### config.mk
export PLATFORM = sky130hd
export DESIGN_NAME = pwm_seq_l1
export DESIGN_NICKNAME = d
export VERILOG_FILES = /design/src/rtl/pwm_pkg.sv /design/src/rtl/pwm_sawtooth_l1.sv /design/src/rtl/pwm_seq_l1.sv
export SDC_FILE = /design/constraint.sdc
export NUM_CORES = 1
export LEC_CHECK = 0
export CAP_MARGIN = 20
export CORE_MARGIN = 2
export CORE_UTILIZATION = 30
export CTS_CLUSTER_SIZE = 14
export DETAILED_ROUTE_END_ITERATION = 7
export PLACE_DENSITY_LB_ADDON = 0.2
export REMOVE_ABC_BUFFERS = 1
export SYNTH_ARGS = -nofsm -noshare
export SYNTH_HDL_FRONTEND = slang
export SYNTH_SLANG_ARGS = --single-unit
### constraint.sdc
create_clock -name aclk -period 11.1 [get_ports aclk]
set_input_delay 2.22 -clock aclk [delete_from_list [all_inputs] [get_ports aclk]]
set_output_delay 2.22 -clock aclk [all_outputs]
set_load 0.02 [all_outputs]
### src/rtl/pwm_pkg.sv
// Shared encodings and default parameters for the PWM sequencer family.
package pwm_pkg;

  localparam int unsigned PWM_W         = 32;
  localparam int unsigned PWM_RAMP_DIV  = 4;
  localparam int unsigned PWM_RAMP_STEP = 1;

  typedef enum logic [1:0] {
    ST_IDLE  = 2'b00,
    ST_RAMP  = 2'b01,
    ST_RUN   = 2'b10,
    ST_FAULT = 2'b11
  } pwm_state_e;

endpackage

### src/rtl/pwm_sawtooth_l1.sv
// Sawtooth counter identical to the pwm_l1 counter; tick marks the last cycle of a period.
module pwm_sawtooth_l1 #(
  parameter int unsigned W = 32
) (
  input  logic         aclk,
  input  logic         reset,
  input  logic         ce,
  input  logic [W-1:0] period,
  output logic         tick
);

  logic [W-1:0] cnt;

  assign tick = (cnt == period);

  // Wrap is not gated by ce so the boundary can never be skipped.
  always_ff @(posedge aclk or posedge reset) begin
    if (reset) begin
      cnt <= '0;
    end else if (tick) begin
      cnt <= '0;
    end else if (ce) begin
      cnt <= cnt + W'(1);
    end
  end

endmodule

### src/rtl/pwm_seq_l1.sv
// Period/comparator sequencer for pwm_l1: shadowed setpoints, soft-start ramp, fault forcing.
module pwm_seq_l1
  import pwm_pkg::*;
#(
  parameter int unsigned W         = PWM_W,
  parameter int unsigned RAMP_DIV  = PWM_RAMP_DIV,
  parameter int unsigned RAMP_STEP = PWM_RAMP_STEP
) (
  input  logic         aclk,
  input  logic         reset,
  input  logic         ce,
  input  logic         enable,
  input  logic         cfg_valid,
  output logic         cfg_ready,
  input  logic [W-1:0] cfg_period,
  input  logic [W-1:0] cfg_duty,
  input  logic         fault,
  input  logic         fault_clr,
  output logic [W-1:0] pwm_period,
  output logic [W-1:0] pwm_comparator,
  output logic         period_tick,
  output logic [1:0]   state
);

  localparam int unsigned DIV_W = $clog2(RAMP_DIV) + 1;

  pwm_state_e   st;
  logic [W-1:0] target;
  logic [W-1:0] sh_period;
  logic [W-1:0] sh_duty;
  logic [DIV_W-1:0] div;

  logic         apply;
  logic         accept;
  logic [W-1:0] nxt_period;
  logic [W-1:0] nxt_target;
  logic [W:0]   eff_wide;
  logic [W-1:0] tgt_eff;
  logic [W:0]   step_sum;
  logic         ramp_hit;
  logic [W-1:0] ramp_val;

  assign state = st;

  pwm_sawtooth_l1 #(.W(W)) u_saw (
    .aclk   (aclk),
    .reset  (reset),
    .ce     (ce),
    .period (pwm_period),
    .tick   (period_tick)
  );

  // Clamp uses the values that will be live after this edge so a new setpoint takes effect at count 0.
  always_comb begin
    apply      = period_tick & ~cfg_ready;
    accept     = cfg_valid & cfg_ready;
    nxt_period = apply ? sh_period : pwm_period;
    nxt_target = apply ? sh_duty   : target;
    eff_wide   = {1'b0, nxt_period} + (W+1)'(1);
    if ({1'b0, nxt_target} < eff_wide) begin
      eff_wide = {1'b0, nxt_target};
    end
    // period+1 can exceed W bits only for an all-ones period; saturate instead of wrapping.
    tgt_eff  = eff_wide[W] ? '1 : eff_wide[W-1:0];
    step_sum = {1'b0, pwm_comparator} + (W+1)'(RAMP_STEP);
    ramp_hit = (step_sum >= {1'b0, tgt_eff});
    ramp_val = ramp_hit ? tgt_eff : step_sum[W-1:0];
  end

  // Shadow slot: cfg_ready low means the slot holds a setpoint waiting for the next boundary.
  always_ff @(posedge aclk or posedge reset) begin
    if (reset) begin
      pwm_period <= '0;
      target     <= '0;
      sh_period  <= '0;
      sh_duty    <= '0;
      cfg_ready  <= 1'b1;
    end else begin
      if (apply) begin
        pwm_period <= sh_period;
        target     <= sh_duty;
        cfg_ready  <= 1'b1;
      end
      if (accept) begin
        sh_period <= cfg_period;
        sh_duty   <= cfg_duty;
        cfg_ready <= 1'b0;
      end
    end
  end

  always_ff @(posedge aclk or posedge reset) begin
    if (reset) begin
      st             <= ST_IDLE;
      pwm_comparator <= '0;
      div            <= '0;
    end else if (fault) begin
      st             <= ST_FAULT;
      pwm_comparator <= '0;
      div            <= '0;
    end else if (st == ST_FAULT) begin
      pwm_comparator <= '0;
      div            <= '0;
      if (fault_clr) begin
        st <= ST_IDLE;
      end
    end else if (!enable) begin
      st             <= ST_IDLE;
      pwm_comparator <= '0;
      div            <= '0;
    end else begin
      case (st)
        ST_IDLE: begin
          st             <= ST_RAMP;
          pwm_comparator <= '0;
          div            <= '0;
        end
        ST_RAMP: begin
          if (period_tick) begin
            if (pwm_comparator >= tgt_eff) begin
              pwm_comparator <= tgt_eff;
              st             <= ST_RUN;
            end else if (div == DIV_W'(RAMP_DIV - 1)) begin
              div            <= '0;
              pwm_comparator <= ramp_val;
              if (ramp_hit) begin
                st <= ST_RUN;
              end
            end else begin
              div <= div + DIV_W'(1);
            end
          end
        end
        ST_RUN: begin
          if (period_tick) begin
            if (tgt_eff > pwm_comparator) begin
              st  <= ST_RAMP;
              div <= '0;
            end else begin
              pwm_comparator <= tgt_eff;
            end
          end
        end
        default: begin
          st             <= ST_IDLE;
          pwm_comparator <= '0;
          div            <= '0;
        end
      endcase
    end
  end

endmodule

Word-level counts from Yosys, hierarchy flattened
Index checks and enable logic that the tools add are counted.
{ "word_totals": {"output_inout_bits": 68, "register_bits": 198, "wordCells": 77} }
{ "op_classes": {"eq_ne": 13, "n_lt_le_gt_ge": 4, "n_reduce_logical": 6, "bitwise": 3, "addsub": 4, "n_mux": 38} }
{ "op_table": {"columns": ["cell", "count"], "rows": [
  ["two-way mux 32 bit", 14],
  ["adder 32 x 1 -> 33 bit (second input constant)", 2],
  ["case mux 32 bit (2 select lines)", 1],
  ["greater-or-equal comparator 33 x 32 -> 1 bit", 1],
  ["less-than comparator 32 x 33 -> 1 bit", 1],
  ["two-way mux 33 bit", 1],
  ["adder 32 x 1 -> 32 bit (second input constant)", 1],
  ["equality test 32 bit", 1],
  ["greater-or-equal comparator 32 bit", 1],
  ["> comparator 32 bit", 1],
  ["!= test 5 bit (second input constant)", 5],
  ["two-way mux 3 bit", 8],
  ["two-way mux 2 bit", 10],
  ["!= test 6 bit (second input constant)", 2],
  ["AND reduction 4 bit", 2],
  ["case mux 2 bit (3 select lines)", 1],
  ["case mux 3 bit (2 select lines)", 1],
  ["AND reduction 6 bit", 1],
  ["equality test 2 bit (second input constant)", 2],
  ["nonzero test 2 bit", 2],
  ["adder 3 x 1 -> 3 bit (second input constant)", 1],
  ["equality test 3 x 2 -> 1 bit (second input constant)", 1],
  ["!= test 3 bit (second input constant)", 1],
  ["bitwise AND 1 bit", 2],
  ["4 further kinds", 5]
]} }

Logic depth before layout (Yosys ltp)
{ "logic_depth": {"word_depth": 16, "ltp_mapped": 40, "depth_no_buf": 33} }

Cells and area by module
Synthesis repeated with hierarchy kept, for this count alone.
{ "hier_totals": {"hier_cells": 1309, "hier_area_um2": 12919.9} }
{ "modules_own_cells": {"columns": ["module", "cells_per_inst", "n_inst", "area_each_um2"], "rows": [
  ["pwm_seq_l1", 1109, 1, 10993.0],
  ["pwm_sawtooth_l1", 200, 1, 1926.8]
]} }

Worst setup path before layout
OpenSTA, ideal clock, no wires.
{ "synth_timing": {"path_type": "register to register", "startpoint": "register pwm_period[2]", "endpoint": "register pwm_comparator[2]", "slack_ps": 2909, "stages_incl_launch_ff": 37, "t_arrival_ps": 8056, "setup_ps": 136, "n_path_buf": 9, "synth_period_minus_slack_ps": 8191, "path_cell_list": "dfrtp_1 -> xnor2_1 -> nand4_1 -> or4_1 -> nor3_4 -> buf_6 -> buf_6 -> buf_4 -> buf_4 -> mux2i_1 -> inv_1 -> ha_1 -> clkbuf_1 -> o211ai_1 -> xor2_1 -> ha_1 -> nand4_1 -> or2_2 -> or3_1 -> o311ai_0 -> a21oi_1 -> or2_1 -> buf_6 -> buf_6 -> mux2_4 -> inv_1 -> ha_1 -> nand3_1 -> or3_1 -> or3_1 -> a211oi_1 -> nor2_1 -> or2_1 -> buf_2 -> o21ai_1 -> clkbuf_1 -> o211ai_1"} }
{ "synth_via": {"elab_chain_len": 16, "elab_cells_between_ends": 26, "cone_classes": "add/sub: 1; order compare: 4; eq/ne: 5; mux: 14; bitwise: 1; reduce/logical: 1"} }
{ "synth_rtl": {"columns": ["item", "line_no", "text"], "rows": [
  ["start, declared", "pwm_seq_l1.sv:19", "output logic [W-1:0] pwm_period,"],
  ["start signal, assigned", "pwm_seq_l1.sv:80", "pwm_period <= sh_period;"],
  ["equality test 32 bit *", "pwm_sawtooth_l1.sv:14", "assign tick = (cnt == period);"],
  ["bitwise AND 1 bit *", "pwm_seq_l1.sv:55", "apply = period_tick & ~cfg_ready;"],
  ["two-way mux 32 bit *", null, null],
  ["named net nxt_period[0]", "pwm_seq_l1.sv:35", "logic [W-1:0] nxt_period;"],
  ["adder 32 x 1 -> 33 bit *", "pwm_seq_l1.sv:59", "eff_wide = {1'b0, nxt_period} + (W+1)'(1);"],
  ["less-than comparator 32 x 33 -> 1 bit", "pwm_seq_l1.sv:60", "if ({1'b0, nxt_target} < eff_wide) begin"],
  ["two-way mux 33 bit *", "pwm_seq_l1.sv:60", null],
  ["two-way mux 32 bit *", "pwm_seq_l1.sv:64", "tgt_eff = eff_wide[W] ? '1 : eff_wide[W-1:0];"],
  ["greater-or-equal comparator 33 x 32 -> 1 bit", "pwm_seq_l1.sv:66", "ramp_hit = (step_sum >= {1'b0, tgt_eff});"],
  ["two-way mux 32 bit", "pwm_seq_l1.sv:67", "ramp_val = ramp_hit ? tgt_eff : step_sum[W-1:0];"],
  ["two-way mux 32 bit", "pwm_seq_l1.sv:123", "end else if (div == DIV_W'(RAMP_DIV - 1)) begin"],
  ["two-way mux 32 bit", "pwm_seq_l1.sv:120", "if (pwm_comparator >= tgt_eff) begin"],
  ["two-way mux 32 bit", "pwm_seq_l1.sv:119", "if (period_tick) begin"],
  ["case mux 32 bit (2 select lines)", "pwm_seq_l1.sv:112", "case (st)"],
  ["two-way mux 32 bit", "pwm_seq_l1.sv:107", "end else if (!enable) begin"],
  ["two-way mux 32 bit", "pwm_seq_l1.sv:101", "end else if (st == ST_FAULT) begin"],
  ["two-way mux 32 bit", "pwm_seq_l1.sv:97", "end else if (fault) begin"],
  ["end signal, assigned", "pwm_seq_l1.sv:121", "pwm_comparator <= tgt_eff;"],
  ["end signal, assigned", "pwm_seq_l1.sv:125", "pwm_comparator <= ramp_val;"],
  ["end signal, assigned", "pwm_seq_l1.sv:140", "pwm_comparator <= tgt_eff;"],
  ["end, declared", "pwm_seq_l1.sv:20", "output logic [W-1:0] pwm_comparator,"]
]} }
The timed path passes the listed nets; every way through them passes the cells marked *. The select of a mux whose other input is x is not followed.
A chain may end at the register's enable or synchronous reset.

Final worst setup path
{ "layout_timing": {"startpoint": "register pwm_period[2]", "endpoint": "register pwm_comparator[0]"} }
The elaborated chain is that of the path after synthesis.

==> summary.txt <==
Run status - completed
R2r startpoint - pwm_period[2]$_DFF_PP0_
Minimum clock period - 10.28 ns
Post-detailed-routing wire length - 40.5 mm
Total clock sinks - 198
Vias in the first global route - 10,500
Critical path class - reg -> reg
Final critical-path setup slack - 0.824 ns
Mapped cell area - 13,100 um^2
CP endpoint - pwm_comparator[0]$_DFFE_PP0P_
Drt pass-1 iters - 5
Hold Fails Final Rpt - 0
Reg2reg setup slack - 0.82 ns
Share of cells above drive strength 1 - 11.8%
CTS clk-pin slew, worst paths - 0.08 ns
Synth top area share - 37.6%
Power Density - 284 nW/um^2
Area grow syn2layout - 19.5%
Ys async rst share - 100%
Initial drt markers - 613
Count leader, synth - dfrtp_1
Slowest stage delay, CP - 0.87 ns
# diodes - 0
Fmax - 0.0973 GHz
Antenna Nets Post-Route - 0
Vias - 10,500
RSZ-0062 raised after global routing - false
Cts hold-fix bufs - 0
Max Buffers Root-to-Sink - 2
Library cells used by synthesis - 63
Wire length per cell - 19.7 um
All-Layer GR Usage - 18.5%
H-tree Lvls - 4
Die ar. - 45,300 um^2
HPWL Detailed - 31.5 mm
Root Buffer - clkbuf_16
Fin Setup TNS - 0 ns
Setup violators final - 0
DP Worst Slack - 0.911 ns
Worst-Skew Late Latency - 0.47 ns
Final Slew Violations - 0
Die Width - 213 um
Reg-to-reg endpoint - pwm_comparator[0]$_DFFE_PP0P_
Critical Path RT - 11.44 ns
Yosys Warn Count - 0
Worst Reg-to-Reg Cells - 32
I/O Pins - 139
CP arrival - 10.61 ns
Hold WC Path Type - reg -> reg
Most used flip-flop cell after synthesis - dfrtp_1
Slowest-stage cell, CP - or2_2
EDFF count, synth - 0
Post-synthesis sequential area ratio - 37.8%
Final Net Count - 1,631
Leading area contributor after synthesis - dfrtp_1
Wire length of the first global-routing pass - 63.0 mm
Overall die height - 213 um
Vias per std cell - 5.11
List of most frequent post-synthesis cells - dfrtp_1 (197), inv_1 (113), ha_1 (103)
Yosys reg bits - 198
Initial antenna violation count - 0
Postcts setup bufs - 0
Starting Density - 30.4%
Leakage Power - 6.94 nW
Crit Path Max Fanout - 32
Syn Area/Cell - 9.84 um^2
Slew headroom - 26.1%
Clock Skews - 0.0169 ns
Type of origin of the critical path - flip-flop
Synth top area cells - dfrtp_1 (38%), ha_1 (9.8%), mux2_2 (8.3%)
Worst-Margin Slew - 1.10 ns
Worst setup EP type - flip-flop
Max-cap violations - 0
Fin crit share - 92.6%
Mapped Cells - 1,331
DRC viols - 0
CTS tree - done
Core area - 43,100 um^2
Number of port buffers - 138
# resized after CTS - 0
Grt total ovfl - 0
Placer Congestion - 0.880
Crit path launch - pwm_period[2]$_DFF_PP0_
Largest net degree at the start of global routing - 80
Peak VDD IR - 0.217 mV
Cell Rows - 76
Clock buffer count from CTS - 17
[stage by stage]
step	util, %	instance area, um^2	power (mW)	std cells	hold slack [ns]
floorplan	-	12900	2.92	1289	0.464
global placement	35.0	15100	3.82	2022	0.484
detailed placement	35.0	15100	3.82	2023	0.490
CTS	36.3	15700	4.48	2055	0.510
global route	36.3	15700	4.81	2055	0.518
finish	36.3	15700	4.45	2055	0.506
[sequential cells by signal, summed over array words and instances (netlist names)]
signal	flops
pwm_period	32
u_saw.cnt	32
target	32
cfg_ready	1
pwm_comparator	32
sh_duty	32
sh_period	32
div	3
state	2
[logic make-up (layout without fill, tap and decap cells)]
family	after synthesis	count (layout)	synth area share [%]
flops	198	198	37.8
buf+inv	156	295	5.12
compound gates	198	198	9.79
simple gates	397	397	15.7
mux	157	157	13.5
xor+xnor	122	122	8.16
fa+ha+maj	103	103	9.84
[layout by cell type, fill, tap and decap left out, types with 23 or more instances in the layout]
cell             count
nand4_1             59
xnor2_1             77
xor2_1              45
clkdlybuf4s50_1    138
inv_1              112
a21oi_1             39
nor2_1              69
o21ai_0             38
nand3_1             42
dfrtp_1            197
nand2_1             95
mux2i_1             45
mux2_2              96
nor4_1              23
ha_1               103
nor3_1              28
[report_power, final]
part           total, mW  switching (mW)  internal, mW
clock network      0.631           0.326         0.305
registers           1.21           0.268         0.939
logic               2.61            1.54          1.08
total               4.45            2.13          2.32
[area by class of cell]
type                    count  area [um^2]
fillers                  4426        27400
multi-input cells         977         7490
flip-flops and latches    198         4960
repair buffers            149         1460
well taps                 585          732
clock buffers              19          443
inverters                 114          435
clock inverters            13          136
[critical path: cells and delay by family, from the launching register on]
kind            cells  cell delay, ns
mux                 2            0.75
fa+ha+maj           3            1.03
flops               1            0.51
simple gates       11            4.11
xor+xnor            2            0.65
buf+inv             4            0.94
compound gates     10            2.08
[layer usage]
layer	track usage, %	wire (um)	vias up
met5	0	0	-
met4	5.18	723	0
met3	3.72	2110	41
met2	29.3	18600	264
met1	25.7	19100	5154
li1	-	-	5037
[worst min path at each step]
stage | start | to | slack [ns] | cells past startpoint
floorplan | target[17]$_DFF_PP0_ | target[17]$_DFF_PP0_ | 0.46 | 2
global placement | target[17]$_DFF_PP0_ | target[17]$_DFF_PP0_ | 0.48 | 2
detailed placement | target[19]$_DFF_PP0_ | target[19]$_DFF_PP0_ | 0.49 | 2
CTS | target[9]$_DFF_PP0_ | target[9]$_DFF_PP0_ | 0.51 | 2
global route | sh_duty[1]$_DFFE_PP0P_ | sh_duty[1]$_DFFE_PP0P_ | 0.52 | 1
finish | target[11]$_DFF_PP0_ | target[11]$_DFF_PP0_ | 0.51 | 2
No activity file was read; power rests on OpenSTA's default activity.
